===== src/rtl/morra_match_ctrl.sv =====
// rtl/morra_match_ctrl.sv - rock-paper-scissors match controller with lead/limit rules and match tallies
module morra_match_ctrl #(
    parameter int LIMIT_W    = 4,
    parameter int LIMIT_BASE = 4,
    parameter int LEAD_WIN   = 2,
    parameter int MIN_ROUNDS = 4,
    parameter int TALLY_W    = 4,
    parameter int CNT_W      = $clog2(2**LIMIT_W + LIMIT_BASE)
) (
    input  logic               clk,
    input  logic               rst_n,
    input  logic               start,
    input  logic [LIMIT_W-1:0] cfg,
    input  logic [1:0]         move1,
    input  logic [1:0]         move2,
    output logic [1:0]         round_res,
    output logic [1:0]         match_res,
    output logic [CNT_W-1:0]   round_cnt,
    output logic [CNT_W-1:0]   score1,
    output logic [CNT_W-1:0]   score2,
    output logic [TALLY_W-1:0] tally1,
    output logic [TALLY_W-1:0] tally2,
    output logic               busy
);

    typedef enum logic [1:0] {IDLE = 2'd0, PLAY = 2'd1, DONE = 2'd2} state_t;

    state_t             state_q, state_d;
    logic [CNT_W-1:0]   limit_q, limit_d;
    logic [CNT_W-1:0]   round_cnt_q, round_cnt_d;
    logic [CNT_W-1:0]   score1_q, score1_d;
    logic [CNT_W-1:0]   score2_q, score2_d;
    logic [TALLY_W-1:0] tally1_q, tally1_d;
    logic [TALLY_W-1:0] tally2_q, tally2_d;
    logic [1:0]         round_res_q, round_res_d;
    logic [1:0]         match_res_q, match_res_d;
    logic               restr_vld_q, restr_vld_d;
    logic               restr_p2_q, restr_p2_d;
    logic [1:0]         restr_mv_q, restr_mv_d;

    logic               round_valid;
    logic               p1_wins;
    logic               repeat_blocked;
    logic [CNT_W-1:0]   cnt_nx, s1_nx, s2_nx, lead_nx;
    logic [1:0]         end_res;

    function automatic logic beats(input logic [1:0] a, input logic [1:0] b);
        return (a == 2'b01 && b == 2'b11) || (a == 2'b11 && b == 2'b10) ||
               (a == 2'b10 && b == 2'b01);
    endfunction

    // The previous round's winner may not reuse its winning move.
    assign repeat_blocked = restr_vld_q &&
                            ((!restr_p2_q && move1 == restr_mv_q) ||
                             ( restr_p2_q && move2 == restr_mv_q));
    assign round_valid    = (move1 != 2'b00) && (move2 != 2'b00) && !repeat_blocked;
    assign p1_wins        = beats(move1, move2);

    always_comb begin
        state_d     = state_q;
        limit_d     = limit_q;
        round_cnt_d = round_cnt_q;
        score1_d    = score1_q;
        score2_d    = score2_q;
        tally1_d    = tally1_q;
        tally2_d    = tally2_q;
        round_res_d = 2'b00;
        match_res_d = match_res_q;
        restr_vld_d = restr_vld_q;
        restr_p2_d  = restr_p2_q;
        restr_mv_d  = restr_mv_q;
        cnt_nx      = round_cnt_q + CNT_W'(1);
        s1_nx       = score1_q;
        s2_nx       = score2_q;
        lead_nx     = '0;
        end_res     = 2'b00;

        if (start) begin
            state_d     = PLAY;
            limit_d     = CNT_W'(cfg) + CNT_W'(LIMIT_BASE);
            round_cnt_d = '0;
            score1_d    = '0;
            score2_d    = '0;
            match_res_d = 2'b00;
            restr_vld_d = 1'b0;
            restr_p2_d  = 1'b0;
            restr_mv_d  = 2'b00;
        end else if (state_q == PLAY && round_valid) begin
            if (move1 == move2) begin
                round_res_d = 2'b11;
                restr_vld_d = 1'b0;
            end else if (p1_wins) begin
                round_res_d = 2'b01;
                s1_nx       = score1_q + CNT_W'(1);
                restr_vld_d = 1'b1;
                restr_p2_d  = 1'b0;
                restr_mv_d  = move1;
            end else begin
                round_res_d = 2'b10;
                s2_nx       = score2_q + CNT_W'(1);
                restr_vld_d = 1'b1;
                restr_p2_d  = 1'b1;
                restr_mv_d  = move2;
            end
            round_cnt_d = cnt_nx;
            score1_d    = s1_nx;
            score2_d    = s2_nx;
            lead_nx     = (s1_nx >= s2_nx) ? (s1_nx - s2_nx) : (s2_nx - s1_nx);

            // Lead rule outranks the round limit; both look at post-update counters.
            if (cnt_nx >= CNT_W'(MIN_ROUNDS) && lead_nx >= CNT_W'(LEAD_WIN)) begin
                end_res = (s1_nx > s2_nx) ? 2'b01 : 2'b10;
            end else if (cnt_nx == limit_q) begin
                if (s1_nx > s2_nx)      end_res = 2'b01;
                else if (s2_nx > s1_nx) end_res = 2'b10;
                else                    end_res = 2'b11;
            end

            if (end_res != 2'b00) begin
                match_res_d = end_res;
                state_d     = DONE;
                if (end_res == 2'b01 && tally1_q != '1) tally1_d = tally1_q + TALLY_W'(1);
                if (end_res == 2'b10 && tally2_q != '1) tally2_d = tally2_q + TALLY_W'(1);
            end
        end
    end

    always_ff @(posedge clk or negedge rst_n) begin
        if (!rst_n) begin
            state_q     <= IDLE;
            limit_q     <= '0;
            round_cnt_q <= '0;
            score1_q    <= '0;
            score2_q    <= '0;
            tally1_q    <= '0;
            tally2_q    <= '0;
            round_res_q <= 2'b00;
            match_res_q <= 2'b00;
            restr_vld_q <= 1'b0;
            restr_p2_q  <= 1'b0;
            restr_mv_q  <= 2'b00;
        end else begin
            state_q     <= state_d;
            limit_q     <= limit_d;
            round_cnt_q <= round_cnt_d;
            score1_q    <= score1_d;
            score2_q    <= score2_d;
            tally1_q    <= tally1_d;
            tally2_q    <= tally2_d;
            round_res_q <= round_res_d;
            match_res_q <= match_res_d;
            restr_vld_q <= restr_vld_d;
            restr_p2_q  <= restr_p2_d;
            restr_mv_q  <= restr_mv_d;
        end
    end

    assign round_res = round_res_q;
    assign match_res = match_res_q;
    assign round_cnt = round_cnt_q;
    assign score1    = score1_q;
    assign score2    = score2_q;
    assign tally1    = tally1_q;
    assign tally2    = tally2_q;
    assign busy      = (state_q == PLAY);

endmodule

===== config.mk =====
export PLATFORM = sky130hd
export DESIGN_NAME = morra_match_ctrl
export DESIGN_NICKNAME = d
export VERILOG_FILES = /design/src/rtl/morra_match_ctrl.sv
export SDC_FILE = /design/constraint.sdc
export NUM_CORES = 1
export LEC_CHECK = 0
export CAP_MARGIN = 15
export CORE_UTILIZATION = 35
export CTS_CLUSTER_DIAMETER = 40
export DETAILED_ROUTE_END_ITERATION = 10
export GPL_ROUTABILITY_DRIVEN = 1
export GPL_TIMING_DRIVEN = 0
export SLEW_MARGIN = 20
export SYNTH_ARGS = -nofsm -noshare
export SYNTH_HDL_FRONTEND = slang
export SYNTH_SLANG_ARGS = --single-unit

===== constraint.sdc =====
create_clock -name clk -period 5.1 [get_ports clk]
set_clock_uncertainty 0.2 [all_clocks]
set_input_delay 0.765 -clock clk [delete_from_list [all_inputs] [get_ports clk]]
set_output_delay 0.765 -clock clk [all_outputs]
set_load 0.02 [all_outputs]

Word-level counts from Yosys, hierarchy flattened
Cells that the tools add are included.
Operators by class
  add/subtract/negate cells: 8
  order comparisons: 5
  equality and inequality tests: 16
  multiplexer cells: 43
  bitwise gates (word level): 1
  reductions and logical operators: 26
Operator list (count)
  5-bit 2-to-1 mux: 15
  2-bit 2-to-1 mux: 20
  5-bit by 1-bit adder with 5-bit output (second input constant): 3
  1-bit logical AND: 12
  2-bit == test (second input constant): 5
  5-bit > comparator: 2
  2-bit nonzero test: 5
  5-bit subtractor: 2
  4-bit by 1-bit adder with 4-bit output (second input constant): 2
  2-bit by 1-bit == test with 1-bit output (second input constant): 4
  1-bit 2-to-1 mux: 8
  4-bit inequality test (second input constant): 2
  4-bit AND reduction: 2
  2-bit == test: 3
  4-bit by 3-bit adder with 5-bit output (second input constant): 1
  5-bit == test: 1
  5-bit by 2-bit greater-or-equal comparator with 1-bit output (second input constant): 1
  5-bit by 3-bit greater-or-equal comparator with 1-bit output (second input constant): 1
  5-bit greater-or-equal comparator: 1
  2-bit AND reduction: 2
  1-bit logical OR: 3
  1-bit zero test: 2
  2-bit inequality test (second input constant): 1
  1-bit inverter: 1
Word-level totals
  flip-flop bits (word level): 38
  bits of input ports: 11
  output and inout port bits: 28
  word-level logic and storage cells: 111

Logic depth before layout (Yosys ltp)
  depth in word-level cells: 20
  mapped depth: 16
  depth with buffers taken out: 14

Least setup slack after synthesis
OpenSTA, ideal clock, no wires.
  path type: input -> register
  from: input move2[1]
  to: register tally2_q[1] (netlist: tally2[1])
  setup time: 0.125 ns
  arrival time: 3.959 ns
  required time: 4.775 ns
  path slack: 0.816 ns
  stages on the path: 15
  buffers on the path: 2
  path through: buf_4 -> nand2b_1 -> o22ai_1 -> a21o_1 -> clkbuf_1 -> mux2i_1 -> inv_1 -> fa_1 -> nand2b_1 -> a21oi_1 -> xor2_1 -> nor4_2 -> o22ai_1 -> nand2_1 -> mux2_4
Between the ends
  word-level cells in the longest chain between the ends: 18
Ends and longest elaborated chain
  start: declaration: RTL line 15  | input logic [1:0] move2,
  2-bit == test: RTL line 48  | return (a == 2'b01 && b == 2'b11) || (a == 2'b11 && b == 2'b10) ||
  1-bit logical AND: RTL line 48
  1-bit logical OR (2 in a row): RTL line 48
  5-bit 2-to-1 mux: RTL line 92  | end else if (p1_wins) begin
  5-bit 2-to-1 mux: RTL line 89  | if (move1 == move2) begin
  5-bit 2-to-1 mux: RTL line 88  | end else if (state_q == PLAY && round_valid) begin
  5-bit 2-to-1 mux: RTL line 78  | if (start) begin
  5-bit subtractor, or another cell as far along: RTL line 108  | lead_nx = (s1_nx >= s2_nx) ? (s1_nx - s2_nx) : (s2_nx - s1_nx);
  5-bit 2-to-1 mux or 1-bit 2-to-1 mux (tied branches): RTL line 108, 115
  5-bit by 2-bit greater-or-equal comparator with 1-bit output or 2-bit 2-to-1 mux (tied branches): RTL line 111, 114
  1-bit logical AND or 2-bit 2-to-1 mux (tied branches): RTL line 111, 113
  2-bit 2-to-1 mux: RTL line 111  | if (cnt_nx >= CNT_W'(MIN_ROUNDS) && lead_nx >= CNT_W'(LEAD_WIN)) begin
  2-bit 2-to-1 mux: RTL line 88
  2-bit 2-to-1 mux: RTL line 78
  2-bit == test: RTL line 123  | if (end_res == 2'b10 && tally2_q != '1) tally2_d = tally2_q + TALLY_W'(1);
  1-bit logical AND: RTL line 123
  4-bit AND reduction (no source line) (*)
  end signal: assignment: RTL line 149  | tally2_q <= tally2_d;
  end: declaration: RTL line 34  | logic [TALLY_W-1:0] tally2_q, tally2_d;
Every way passes the cells marked *; elsewhere a longest branch is shown, timed or not. The select of a mux whose other input is x is not followed.
A chain may end at the register's enable or synchronous reset.

Final worst setup path
  from: input move1[1]
  to: register tally2_q[1] (netlist: tally2[1])
Between the ends
  word-level cells in the longest chain between the ends: 18
Ends and longest elaborated chain
  start: declaration: RTL line 14  | input logic [1:0] move1,
  2-bit by 1-bit == test with 1-bit output or 2-bit == test (tied branches): RTL line 48
  1-bit logical AND: RTL line 48
  1-bit logical OR (2 in a row): RTL line 48
  5-bit 2-to-1 mux: RTL line 92
  5-bit 2-to-1 mux: RTL line 89
  5-bit 2-to-1 mux: RTL line 88
  5-bit 2-to-1 mux: RTL line 78
  5-bit subtractor, or another cell as far along: RTL line 108
  5-bit 2-to-1 mux or 1-bit 2-to-1 mux (tied branches): RTL line 108, 115
  5-bit by 2-bit greater-or-equal comparator with 1-bit output or 2-bit 2-to-1 mux (tied branches): RTL line 111, 114
  1-bit logical AND or 2-bit 2-to-1 mux (tied branches): RTL line 111, 113
  2-bit 2-to-1 mux: RTL line 111
  2-bit 2-to-1 mux: RTL line 88
  2-bit 2-to-1 mux: RTL line 78
  2-bit == test: RTL line 123
  1-bit logical AND: RTL line 123
  4-bit AND reduction (no source line) (*)
Marks and branches as above.

==> key figures <==
Outcome
  • Outcome: complete, no violations

Synth
  • Async set-reset flop share out of synthesis: 100%
  • Dominant synthesized flop cell: dfrtp_1
  • Synth top area share: a little over a third
  • Synth cell count leaders: 38 x dfrtp_1, 32 x nor2_1, 28 x xor2_1, 23 x nand2_1, 17 x ha_1
  • Yosys reg bits: 38
  • Cell accounting for the most synthesized area: dfrtp_1
  • Syn_nets: roughly 320
  • Synth warn: 0
  • Sequential area share after synthesis: about a third
  • Cell count after synthesis: a little under 300
  • Count leader, synth: dfrtp_1
  • Syn_area_per_cell: about 9.2 um2
  • Mapped cell area: roughly 2700 um2
  • EDFF count, synth: 0
  • Main area contributors after synthesis: dfrtp_1 35%, xor2_1 9.1%, ha_1 7.9%
  • Post-synthesis cell type count: 57

Drt
  • DR iter-0 viols: slightly above 90
  • Metal-1 WL: slightly below 3 mm
  • First-pass DRT Iterations: 4
  • Max Used Layer: met4
  • Vias: roughly 2200
  • Drt drc: 0
  • Metal2 WL: 3.03 mm
  • Via/cell ratio: 5.08
  • Routed WL: just over 6 mm
  • Per-cell routed wire length: 14.2 um
  • Routed Antenna Nets: 0
  • Met3 wire length: a little under 200 um

Timing
  • Final period util: between 90% and 100%
  • Max_slew headroom: between 60% and 70%
  • Pins over their slew limit: 0
  • Unrepaired setup endpoints after global routing: false
  • Worst setup margin: between 300 and 400 ps
  • Worst Max-Slew Pin Slew: about 570 ps
  • Final Hold Vio Count: 0
  • # setup viols final: 0
  • Max Freq: between 200 and 250 MHz
  • Tmin final: roughly 4800 ps

Clock network
  • Reg clk slew, reported paths: approximately 90 ps
  • Number of hold buffers added after CTS: 0
  • Number of buffers added for setup after CTS: 0
  • Clk Latency, worst-skew pair: 300 ps
  • CTS resizes: 0
  • Root buffer cell: clkbuf_8
  • Max clock buf depth: 2
  • H-tree lvl count: 2
  • CTS tree: built
  • CTS buffer count: 5
  • Clock Sinks: 38

Placement
  • Post-Place Setup Slack: -211 ps
  • PortBufs: 36
  • Detail Placement HPWL: 4.63 mm
  • Dpl cells: ~430
  • Global placer's final weighted congestion: just under 0.9

Global routing
  • Remaining Overflow, GRT: 0
  • Largest net degree at the start of global routing: 24
  • Initial antenna violation count: 0
  • First-pass GRT wire length: between 10 and 15 mm
  • Gr usage total: between 15 and 20%
  • Number of global-route vias before repair: around 2200

Finish
  • Non-Filler Instances: between 400 and 500
  • Final core utilization: 45.1%
  • # diodes: 0
  • P&R area growth vs syn: 22.8%
  • Fin nets: between 300 and 400
  • Fillers: around 730
  • Share of cells above drive strength 1: 9.82%

Critical path
  • Crit Path Class: in2reg
  • Arrival time worst endpoint: between 4000 and 5000 ps
  • Worst-path fanout max: 10
  • Critical Path RT: between 5000 and 6000 ps
  • Reg2Reg Setup Slack: ~1600 ps
  • Critical Path End Type: flop
  • CP Launch Type: input port

Floorplanning
  • Core Region: around 7300 um2
  • Effective utilization at floorplan: a little under two fifths
  • Site row count: 31
  • Die area: between 8000 and 9000 um2
  • # IOs: 39
  • DIE HEIGHT: between 80 and 90 um
  • Die Wd: 89.7 um

Run
  • Maxcap violations: 0

Power and ir drop
  • Leak pwr: 1.48 nW
  • Worst vdd ir: between 150 and 200 uV
  • P per Cell Area: about 360 nW/um2

Worst hold path
  • Hold Path Class: in2async
[flip-flops by register name, indices dropped and copies added, names as in the netlist, 2 cells and up]
signal,cells
limit_q,5
match_res,2
restr_mv_q,2
round_cnt,5
round_res,2
score1,5
score2,5
state_q,2
tally1,4
tally2,4
[critical path, cell delays in order]
cell and delay [ps]:
clkdlybuf4s50_1 510, buf_2 240, xor2_1 160, nor2_1 70, a211oi_2 370, and4_1 300
xor2_1 200, inv_1 60, ha_1 260, clkbuf_1 310, nor2_1 70, a21oi_1 150
xor2_1 100, nor4_2 500, o22ai_1 210, nand2_1 150, mux2_4 300
[area by class of cell]
cell class                 instances  area [um2]  share of cell area, %
timing repair buffer              37         375                   11.4
sequential                        38         951                   28.8
multi-input combinational        222        1610                   48.8
tap                               99         124                   3.75
clock buffer                       5        68.8                   2.08
clock inverter                     3        45.0                   1.36
inverter                          14        52.6                   1.59
buffer                            17        77.6                   2.35
[cells in the final DEF (no fill, tap or decap), types with 2 or more instances in the layout]
| cell | n |
|---|---|
| a211oi_1 | 4 |
| inv_1 | 14 |
| nor3_1 | 5 |
| nand2b_1 | 5 |
| mux2i_1 | 4 |
| clkbuf_8 | 5 |
| o22ai_1 | 3 |
| o22a_1 | 2 |
| nor2b_1 | 2 |
| nand4_1 | 4 |
| clkbuf_1 | 7 |
| a21oi_1 | 12 |
| dfrtp_1 | 38 |
| nand2_1 | 23 |
| a31oi_1 | 3 |
| mux2_2 | 4 |
| ha_1 | 17 |
| o21ai_1 | 3 |
| buf_2 | 9 |
| a21o_1 | 2 |
| nand3_1 | 11 |
| xor2_1 | 28 |
| nor4_1 | 2 |
| and4_1 | 3 |
| clkinvlp_4 | 2 |
| clkdlybuf4s50_1 | 35 |
| nor2_1 | 32 |
| fa_1 | 2 |
| and3_1 | 4 |
| xnor2_1 | 11 |
| nor3b_1 | 3 |
| o21ai_0 | 4 |
| o21a_1 | 2 |
| a21boi_0 | 2 |
[metrics by stage]
stage                     setup TNS [ps]  hold slack (ps)  total power [mW]  cell area, um2
after global placement              -234              255             0.933            3180
final                                  0              176              1.21            3310
after global routing                   0              197              1.29            3310
after CTS                              0              196              1.22            3310
after detailed placement            -585              259             0.946            3190
after floorplan                        0              242             0.775            2690
[per-layer routing]
metal	vias to the layer above	global-route usage, %
met1	1078	21.3
met4	0	2.87
met3	4	2.96
met2	34	27.1
met5	-	0
li1	1094	-
[report_power, final]
group	total [mW]	switching (mW)	internal, mW	leakage, nW
combinational	0.553	0.312	0.241	0.929
sequential	0.387	0.0458	0.341	0.505
clock	0.267	0.121	0.146	0.0504
total	1.21	0.478	0.728	1.48
[cell families after synthesis]
| logic type | after synthesis | synth area share [%] |
|---|---|---|
| flip-flops | 38 | 35.3 |
| AND/OR/NAND/NOR | 102 | 18.7 |
| adder cells (fa/ha/maj) | 19 | 9.39 |
| buffers and inverters | 32 | 4.97 |
| AO/OA/AOI/OAI | 51 | 14.4 |
| multiplexers | 11 | 4.51 |
| XOR/XNOR | 39 | 12.7 |
[final timing paths]
check | start | to | cells past startpoint
worst max-delay path | move1[1] | tally2[1] | 17
min in group clk | state_q[0] | state_q[0] | 1
worst max register to register | score1[0] | tally2[1] | 11
worst min register to register | state_q[0] | state_q[0] | 1
worst min-delay path | rst_n | round_cnt[4] | 1
max in group asynchronous | rst_n | round_cnt[1] | 2
Power figures use the tool's default switching activity.
